==> src/rtl/decoder_scoreboard_pkg.sv <==
`default_nettype none
// ============================================================================
//  Module  : decoder_scoreboard_pkg
//  Brief   : Shared types and helpers for the register-pending scoreboard.
//  Revision: 1.0 - initial release
// ============================================================================
package decoder_scoreboard_pkg;

    // Net effect of one cycle on the pending-entry counter
    typedef enum logic [1:0] {
        CNT_HOLD = 2'd0,
        CNT_INC  = 2'd1,
        CNT_DEC  = 2'd2
    } cnt_op_e;

    // An entry appearing and another disappearing in the same cycle cancel out
    function automatic cnt_op_e cnt_op(input logic inc, input logic dec);
        cnt_op_e op;
        op = CNT_HOLD;
        if (inc && !dec) begin
            op = CNT_INC;
        end else if (dec && !inc) begin
            op = CNT_DEC;
        end
        return op;
    endfunction

endpackage
`default_nettype wire

==> src/rtl/decoder_scoreboard_decoder_n.sv <==
`default_nettype none
// ============================================================================
//  Module  : decoder_n
//  Brief   : Enable-gated binary to one-hot decoder, N = 2**ADDR_W outputs.
//  Revision: 1.0 - initial release
// ============================================================================
module decoder_n #(
    parameter int ADDR_W = 3
) (
    input  logic [ADDR_W-1:0]      in,
    input  logic                   en,
    output logic [(2**ADDR_W)-1:0] out
);

    // Exactly one bit high when enabled, all zero otherwise
    always_comb begin
        out     = '0;
        out[in] = en;
    end

endmodule
`default_nettype wire

==> src/rtl/decoder_scoreboard.sv <==
`default_nettype none
// ============================================================================
//  Module  : decoder_scoreboard
//  Brief   : Register scoreboard tracking outstanding writes, raising a RAW
//            hazard for decode and counting pending entries. Writebacks in
//            the current cycle bypass into the hazard check.
//  Revision: 1.0 - initial release
// ============================================================================
module decoder_scoreboard #(
    parameter int ADDR_W   = 3,
    parameter bit ZERO_REG = 1'b0
) (
    input  logic                   clk,
    input  logic                   rst,
    input  logic                   set_en,
    input  logic [ADDR_W-1:0]      set_addr,
    input  logic                   clr_en,
    input  logic [ADDR_W-1:0]      clr_addr,
    input  logic [ADDR_W-1:0]      src_a_addr,
    input  logic [ADDR_W-1:0]      src_b_addr,
    input  logic                   src_a_use,
    input  logic                   src_b_use,
    output logic [(2**ADDR_W)-1:0] dec_out,
    output logic [(2**ADDR_W)-1:0] pending,
    output logic                   hazard,
    output logic [ADDR_W:0]        busy_cnt,
    output logic                   err
);

    import decoder_scoreboard_pkg::*;

    localparam int N = 2**ADDR_W;

    // Entry 0 is masked out of every state update when it is a constant register
    localparam logic [N-1:0] c_zero_mask = {{(N-1){1'b0}}, ZERO_REG};

    logic [N-1:0]    pending_q,  pending_d;
    logic [ADDR_W:0] busy_cnt_q, busy_cnt_d;
    logic            err_q,      err_d;

    logic [N-1:0]    w_clr_oh;
    logic [N-1:0]    w_pend_eff;
    logic [N-1:0]    w_set_eff;
    logic [N-1:0]    w_clr_eff;
    logic            w_set_acc;
    logic            w_inc;
    logic            w_dec;
    logic            w_err;

    decoder_n #(.ADDR_W(ADDR_W)) u_dec_clr (
        .in  (clr_addr),
        .en  (clr_en),
        .out (w_clr_oh)
    );

    decoder_n #(.ADDR_W(ADDR_W)) u_dec_set (
        .in  (set_addr),
        .en  (w_set_acc),
        .out (dec_out)
    );

    // Hazard check with same-cycle writeback bypass; a stalled issue is dropped
    always_comb begin
        w_pend_eff = pending_q & ~w_clr_oh;
        hazard     = (src_a_use & w_pend_eff[src_a_addr])
                   | (src_b_use & w_pend_eff[src_b_addr]);
        w_set_acc  = set_en & ~hazard;
    end

    // Next pending vector, counter delta and protocol-error detection
    always_comb begin
        w_set_eff = dec_out  & ~c_zero_mask;
        w_clr_eff = w_clr_oh & ~c_zero_mask;

        // New writer wins over a writeback to the same register
        pending_d = (pending_q & ~w_clr_eff) | w_set_eff;

        // Count only transitions of pending; a set+clear of a pending entry nets zero
        w_inc = |(w_set_eff & ~pending_q);
        w_dec = |(w_clr_eff &  pending_q & ~w_set_eff);

        w_err = (|(w_clr_eff & ~pending_q))
              | (|(w_set_eff &  pending_q & ~w_clr_eff));

        unique case (cnt_op(w_inc, w_dec))
            CNT_INC: busy_cnt_d = busy_cnt_q + {{ADDR_W{1'b0}}, 1'b1};
            CNT_DEC: busy_cnt_d = busy_cnt_q - {{ADDR_W{1'b0}}, 1'b1};
            default: busy_cnt_d = busy_cnt_q;
        endcase

        err_d = err_q | w_err;
    end

    // State registers; reset discards any same-cycle set or clear
    always_ff @(posedge clk) begin
        if (rst) begin
            pending_q  <= '0;
            busy_cnt_q <= '0;
            err_q      <= 1'b0;
        end else begin
            pending_q  <= pending_d;
            busy_cnt_q <= busy_cnt_d;
            err_q      <= err_d;
        end
    end

    assign pending  = pending_q;
    assign busy_cnt = busy_cnt_q;
    assign err      = err_q;

endmodule
`default_nettype wire
==> config.mk <==
export PLATFORM = sky130hd
export DESIGN_NAME = decoder_scoreboard
export DESIGN_NICKNAME = d
export VERILOG_FILES = /design/src/rtl/decoder_scoreboard_pkg.sv /design/src/rtl/decoder_scoreboard_decoder_n.sv /design/src/rtl/decoder_scoreboard.sv
export SDC_FILE = /design/constraint.sdc
export NUM_CORES = 1
export LEC_CHECK = 0
export ABC_AREA = 1
export BUFFER_PORTS_ARGS = -buffer_cell sky130_fd_sc_hd__buf_2
export CORE_MARGIN = 2
export CORE_UTILIZATION = 52
export DETAILED_ROUTE_END_ITERATION = 8
export MAX_ROUTING_LAYER = met4
export PLACE_DENSITY = 0.81
export SETUP_SLACK_MARGIN = 0.1
export SLEW_MARGIN = 20
export SYNTH_ARGS = -nofsm -noshare
export SYNTH_HDL_FRONTEND = slang
export SYNTH_HIERARCHICAL = 1
export SYNTH_SLANG_ARGS = --single-unit
==> constraint.sdc <==
create_clock -name clk -period 5.45 [get_ports clk]
set_clock_uncertainty 0.2 [all_clocks]
set_input_delay 0.8175 -clock clk [delete_from_list [all_inputs] [get_ports clk]]
set_output_delay 0.8175 -clock clk [all_outputs]
set_load 0.005 [all_outputs]
## Word-level counts from Yosys, hierarchy flattened

Index checks and enable logic that the tools add are counted.
Widths: inputs -> output; s select.

- Reduce and logical (&&, ||, !) cells: 11
- Shift-type cells: 0
- $mul: 0
- Mux-type cells: 11
- Div/mod/pow operators: 0
- $add $sub $neg: 2
- Bitwise gates (word level): 20
- Equality and inequality tests: 2
- $lt $le $gt $ge: 6

Operators with widths:

| kind | number |
|---|---|
| $and 8x8->8 | 9 |
| $reduce_or 8->1 | 4 |
| $not 8->8 | 3 |
| $lt 3x4->1 const B | 4 |
| $or 8x8->8 | 1 |
| $pmux 4 s2 | 1 |
| $bmux 1 s3 | 2 |
| $demux 1 s3 | 2 |
| $ge 3x1->1 const B | 2 |
| $add 4x1->4 const B | 1 |
| $logic_and 1x1->1 | 4 |
| $mux 1 | 4 |
| $mux 2 | 2 |
| $sub 4x1->4 const B | 1 |
| $and 1x1->1 | 3 |
| $or 1x1->1 | 3 |
| $eq 2x1->1 const B | 1 |
| $eq 2x2->1 const B | 1 |
| $logic_not 1->1 | 2 |
| $reduce_bool 2->1 | 1 |
| $not 1->1 | 1 |

- Word-level logic and storage cells: 55
- Output and inout port bits: 22
- Bits in registers: 13
- Latch bits: 0
- Bits in writable memories: 0
- Input port bits: 18
- Memories: 0
- ROM bits: 0

## Logic depth before layout (Yosys ltp)

- Depth in word-level cells: 22
- Gate-level depth with buffers: 28
- Mapped depth without buffers: 28

## Cells and area by module

The synthesis kept the hierarchy.

Modules (own cells, without submodules):

| module | sequential area each (sq um) | instances | cells an instance | area each (sq um) |
|---|---|---|---|---|
| decoder_scoreboard | 260.2 | 1 | 155 | 940.9 |
| decoder_n | 0.0 | 2 | 17 | 63.8 |

## Worst setup path after synthesis

Ideal clock, no wire load.

- Kind: input -> register
- Start point: in clr_addr[0]
- End point: reg busy_cnt_q[2], in the netlist busy_cnt[2]
- Arrival time: 3266 ps
- Data required time: 5135 ps
- Path slack: 1868 ps
- Setup time: 115 ps
- Stages: 27
- Buffers on the path: 0
- Path through: inv_1 -> nand2_1 -> nor2_1 -> inv_1 -> nand2_1 -> nand2_1 -> nand3_1 -> nand3b_1 -> nand3_1 -> nand2_2 -> nor2_1 -> nand2_1 -> nor2_1 -> inv_1 -> nand3_1 -> o21ai_0 -> nor2_1 -> nand4_1 -> ha_1 -> nand2_1 -> inv_1 -> nor2_1 -> ha_1 -> a21oi_1 -> xnor2_1 -> o21ai_0 -> inv_1

- Word-level cells in the longest chain between the ends: 22
- Elaborated cells on any way between the ends: 34
- Classes of those cells: 2 x order compare; 2 x eq/ne; 9 x mux; 13 x bitwise; 8 x reduce/logical

Ends and longest elaborated chain:

| what | line | RTL |
|---|---|---|
| from (decl) | decoder_scoreboard.sv:18 | `input logic [ADDR_W-1:0] clr_addr,` |
| $lt 3x4->1 (not written as such) / $ge 3x1->1 (equally long branches) | decoder_scoreboard_decoder_n.sv:18 | `out[in] = en;` |
| $logic_and 1x1->1 (not written as such) | decoder_scoreboard_decoder_n.sv:18 |  |
| $mux 1 (not written as such) | decoder_scoreboard_decoder_n.sv:18 |  |
| $demux 1 s3 * | -- |  |
| $and 8x8->8 (no line) * | -- |  |
| via w_clr_eff[0] | decoder_scoreboard.sv:44 | `logic [N-1:0] w_clr_eff;` |
| $not 8->8 * | decoder_scoreboard.sv:64 | `w_pend_eff = pending_q & ~w_clr_oh;` |
| $and 8x8->8 * | decoder_scoreboard.sv:64 |  |
| (+4 left out) | -- |  |
| via hazard | decoder_scoreboard.sv:25 | `output logic hazard,` |
| (+2 left out) | -- |  |
| via w_set_acc | decoder_scoreboard.sv:45 | `logic w_set_acc;` |
| (+1 left out) | -- |  |
| via dec_out[7] | decoder_scoreboard.sv:23 | `output logic [(2**ADDR_W)-1:0] dec_out,` |
| $and 8x8->8 / $not 8->8 (equally long branches) | decoder_scoreboard.sv:79, decoder_scoreboard.sv:80 |  |
| $reduce_or 8->1 / $and 8x8->8 (equally long branches) | decoder_scoreboard.sv:79, decoder_scoreboard.sv:80 |  |
| $logic_not 1->1 / $reduce_or 8->1 (equally long branches) | decoder_scoreboard_pkg.sv:22, decoder_scoreboard.sv:80 |  |
| $logic_and 1x1->1 / $logic_not 1->1 (equally long branches) | decoder_scoreboard_pkg.sv:22, decoder_scoreboard_pkg.sv:20 |  |
| $mux 2 / $logic_and 1x1->1 (equally long branches) | decoder_scoreboard_pkg.sv:22, decoder_scoreboard_pkg.sv:20 |  |
| $mux 2 * | decoder_scoreboard_pkg.sv:20 | `if (inc && !dec) begin` |
| $eq 2x2->1 / $eq 2x1->1 (equally long branches) | decoder_scoreboard.sv:85 | `unique case (cnt_op(w_inc, w_dec))` |
| $pmux 4 s2 / $reduce_bool 2->1 (equally long branches) | -- |  |
| to (signal assigned) | decoder_scoreboard.sv:102 | `busy_cnt_q <= busy_cnt_d;` |
| to (decl) | decoder_scoreboard.sv:38 | `logic [ADDR_W:0] busy_cnt_q, busy_cnt_d;` |

The timed path passes the listed nets; every way through them passes the cells marked *. The select of a mux whose other input is x is not followed.
A chain may end at the register's enable or synchronous reset.

## Final worst setup path

- Start point: in clr_addr[0]
- End point: reg busy_cnt_q[2], in the netlist busy_cnt[2]

- Word-level cells in the longest chain between the ends: 22
- Elaborated cells on any way between the ends: 34
- Classes of those cells: 2 x order compare; 2 x eq/ne; 9 x mux; 13 x bitwise; 8 x reduce/logical

Ends and longest elaborated chain:

| what | line |
|---|---|
| $lt 3x4->1 (not written as such) / $ge 3x1->1 (equally long branches) | decoder_scoreboard_decoder_n.sv:18 |
| $logic_and 1x1->1 (not written as such) | decoder_scoreboard_decoder_n.sv:18 |
| $mux 1 (not written as such) | decoder_scoreboard_decoder_n.sv:18 |
| $demux 1 s3 * | -- |
| $and 8x8->8 (no line) * | -- |
| via w_clr_eff[4] | decoder_scoreboard.sv:44 |
| $not 8->8 * | decoder_scoreboard.sv:64 |
| $and 8x8->8 * | decoder_scoreboard.sv:64 |
| (+6 left out) | -- |
| via w_set_acc | decoder_scoreboard.sv:45 |
| (+1 left out) | -- |
| $and 8x8->8 / $not 8->8 (equally long branches) | decoder_scoreboard.sv:79, decoder_scoreboard.sv:80 |
| $reduce_or 8->1 / $and 8x8->8 (equally long branches) | decoder_scoreboard.sv:79, decoder_scoreboard.sv:80 |
| $logic_not 1->1 / $reduce_or 8->1 (equally long branches) | decoder_scoreboard_pkg.sv:22, decoder_scoreboard.sv:80 |
| $logic_and 1x1->1 / $logic_not 1->1 (equally long branches) | decoder_scoreboard_pkg.sv:22, decoder_scoreboard_pkg.sv:20 |
| $mux 2 / $logic_and 1x1->1 (equally long branches) | decoder_scoreboard_pkg.sv:22, decoder_scoreboard_pkg.sv:20 |
| $mux 2 * | decoder_scoreboard_pkg.sv:20 |
| $eq 2x2->1 / $eq 2x1->1 (equally long branches) | decoder_scoreboard.sv:85 |
| $pmux 4 s2 / $reduce_bool 2->1 (equally long branches) | -- |

Marked as above.

==> results.md <==
- The routed design uses around 360 um of met3 wire.
- At the pin with the least slew margin, the transition time is between 0.4 and 0.5 ns.
- The number of I/O pins is 40.
- For this block, the routed nets add up to approximately 3600 um of wire.
- The first TritonRoute pass finished after 4 iterations.
- The die covers 2430 sq um.
- Dividing the detail-routed wire length by the instance count gives between 10 and 15 um.
- The category of the worst setup path capture point is a flip-flop.
- The number of antenna diodes in the final layout is 0.
- The global-route usage over all layers is 33.2%.
- The synthesized design devotes to its leading area cell type 24.4% of total area.
- The total of max-cap violations is 0.
- The total overflow left after global routing is 0.
- Excluding fillers, the count of instances in the completed layout stands at 258.
- Dividing the detail-routed via count by the number of cells gives between 5 and 6.
- The number of cell rows is 16.
- The analysis attributes to cell leakage a power of ~0.0007 uW.
- The shortest clock period the worst path allows after layout is 4.00 ns.
- The filler cells instantiated in the layout total roughly 190.
- The final-stage net count is 253.
- The post-synth design cell area is around 1100 sq um.
- The top routing layer in use is met4.
- The kind of path behind the tightest hold check is flip-flop to flip-flop.
- The post-cts hold buffer count is 0.
- The area inside the core boundary is ~1900 sq um.
- The delay contributed by the slowest stage of the critical path is roughly 0.26 ns.
- The number of instances on the worst hold path is 2.
- The power density over the cells is 186 nW/um^2.
- The worst setup path is of the input port to flip-flop kind.
- The first global-routing pass estimated between 6000 and 7000 um of wire.
- The hold violation count in the final report is 0.
- In this run, placement finished with an instance count of ~250.
- The length in cells of the worst reg-to-reg path is 21.
- The number of global-route vias before repair is between 1000 and 1500.
- Wire segments on met2 add up to between 1500 and 2000 um in the final route.
- After technology mapping, the gate count stands at 189.
- No sink is reached through more buffers than the 2 on the longest clock path.
- For this run, the number of Yosys warnings is 6.
- The post-route netlist has ~20% of its cells at a drive strength greater than 1.
- TritonCTS built the clock tree.
- The kind of cell adding the most delay to the critical path is simple AND/OR/NAND/NOR gates.
- Detailed placement ended at an HPWL of roughly 2900 um.
- The post-synthesis register bit count is 13.
- The initial core utilization is between 50% and 60%.
- The total power consumption of the routed design is 246 uW.
- The DRC violation count after routing is 0.
- The share of the clock period used by the worst path after layout is ~73%.
- The synthesized area per cell is approximately 5.7 sq um.
- In this run the power spent charging and discharging nets is between 80 and 90 uW.
- The total setup violations reported at the end of the flow is 0.
- Static timing analysis puts the maximum clock frequency at approximately 0.25 GHz.
- Measured along the x axis, the die boundary spans 49.3 um.
- At the end of routability-driven placement, the weighted congestion stood at between 0.9 and 1.
- In this run the worst path has a maximum fanout of 4.
- The length of routed wiring on met1 is 1450 um.
- In the post-route analysis, the smallest setup slack over all paths is approximately 1.5 ns.
- The clock tree root buffer cell is sky130_fd_sc_hd__clkbuf_4.
- The switching power as a share of total power is a little over a third.
- The final-report max-slew violation count is 0.
- The internal power component is between 150 and 200 uW.
- In this run, distinct cell masters in the synthesized netlist total 20.
- The count of clock tree sinks is 13.
- The most repeated library cell on the critical path is sky130_fd_sc_hd__nor2_1.
- The pin count of the biggest net entering global routing is 14.
- Data arrives at the worst endpoint at roughly 4 ns.
- In this run, flip-flops and latches consume 45.0% of the power.
- The vertical die dimension is around 49 um.
- The detailed router finished its first iteration with 75 violations.
- The library cells used most frequently in the layout, excluding fill and tap cells, are 42 x sky130_fd_sc_hd__nand2_1, 39 x sky130_fd_sc_hd__buf_2, 36 x sky130_fd_sc_hd__nor2_1.
- The worst vdd rail ir drop is approximately 160 uV.
- Clock tree synthesis inserted a total of 3 buffers.
- Setup repair after global routing left no endpoint under its margin.
- The cell with the biggest individual delay on the critical path is sky130_fd_sc_hd__ha_1.
- The layout-stage area growth over the synthesis result is 23.5%.
- The library cell used most frequently in the layout, excluding fill and tap cells, is sky130_fd_sc_hd__nand2_1.
- The synthesized netlist net count is 210.
- The flow ran to the end, and the final reports show no timing, DRC or antenna violations.
- After routing, the total negative slack on setup checks comes to 0 ns.
- The cell type with the highest aggregate area in the netlist is sky130_fd_sc_hd__dfxtp_1.
- The initial antenna violation count is 0.
- The clock network accounts for 26.2% of the total power.
- The number of buffer and inverter instances along the worst setup path is 5.
- The post-detailed-route count of antenna-violating nets is 0.
- Across all layers, the routed design uses 1432 vias.
- The critical path crosses 27 cells after its start point.
- In the post-synthesis netlist, the biggest area contributors are sky130_fd_sc_hd__dfxtp_1 24%, sky130_fd_sc_hd__nand2_1 15%, sky130_fd_sc_hd__nor2_1 13%.
- The worst setup path is launched from an input port.
- Post-CTS repair changed the size of 0 cells.
- Before CTS, the worst setup slack after placement is between 1 and 1.5 ns.
- Sequential cells were found to cover between 20% and 30% of the synthesized design area.
- Combinational cells account for 28.9% of the total power.
- In this run the post-CTS setup repair buffer count came out at 0.
- The number of buffers inserted by port buffering is 39.
- In this run the tightest slew margin relative to its limit is between 70% and 80%.
- The CTS H-tree depth is 1.
- The endpoint required time on the critical path is roughly 5.4 ns.
- Clock-pin slew was measured on the worst setup and hold paths at 0.08 ns.
- The worst slack on hold paths is 0.345 ns.
- For the worst-skew pair, the clock arrives at the later sink with an insertion delay of between 0.2 and 0.3 ns.
[final cells by class]
cell class	count	area, sq um	area share [%]
Timing Repair Buffer	39	195	14.8
Inverter	33	124	9.38
Clock buffer	4	26.3	1.99
Sequential cell	13	260	19.7
Multi-Input combinational cell	142	681	51.6
Tap cell	27	33.8	2.56
[flip-flops by register name (all words and copies together), names as in the netlist]
register  flops
busy_cnt      4
pending       8
err           1
[metrics by stage]
step                      util [%]  cell area, sq um
after global routing          68.0              1320
after floorplan                  -              1070
after global placement        66.6              1290
after CTS                     68.0              1320
after detailed placement      66.6              1290
final                         68.0              1320
[routing by layer]
layer / up-vias / track usage (%)
met4: 0 / 15.7
met2: 85 / 52.7
met5: - / -
li1: 703 / -
met1: 631 / 40.8
met3: 13 / 5.83
[worst paths after layout]
| check | start | slack [ns] | end |
|---|---|---|---|
| setup / recovery | clr_addr[0] | 1.45 | busy_cnt[2] |
| hold / removal | busy_cnt[1] | 0.35 | busy_cnt[1] |
| hold reg to reg | busy_cnt[1] | 0.35 | busy_cnt[1] |
| setup reg to reg | pending[4] | 1.90 | busy_cnt[2] |
[worst min-delay path: stages (launching register included)]
cell and delay [ns]:
sky130_fd_sc_hd__dfxtp_1 0.36, sky130_fd_sc_hd__nand2_1 0.08, sky130_fd_sc_hd__a21oi_1 0.06
[cells in the mapped netlist (all sizes together)]
library cell and count:
nand2 43, nor2 36, inv 33, nand3 27, dfxtp 13, a21oi 10
o22ai 10, o21ai 4, ha 3, xor2 3, a31oi 1, clkbuf 1
nand3b 1, nand4 1, nor3 1, nor4 1, xnor2 1
[logic make-up after synthesis]
logic type | count (synthesis) | share of synthesized area [%]
and+or+nand+nor | 110 | 43.9
buffers and inverters | 34 | 11.9
AOI/OAI and AO/OA | 25 | 13.0
DFF | 13 | 24.4
xor gates and xnor gates | 4 | 3.28
adders and majority gates | 3 | 3.51
[power groups by stage]
stage	Combinational, uW	Sequential (uW)	Clock, uW
after floorplan	42.2	112	0
after global placement	66.2	112	0
after detailed placement	69.7	112	0
after CTS	70.1	110	61.7
after global routing	82.4	111	65.2
final	71.0	111	64.3
No activity file was read; power rests on OpenSTA's default activity.
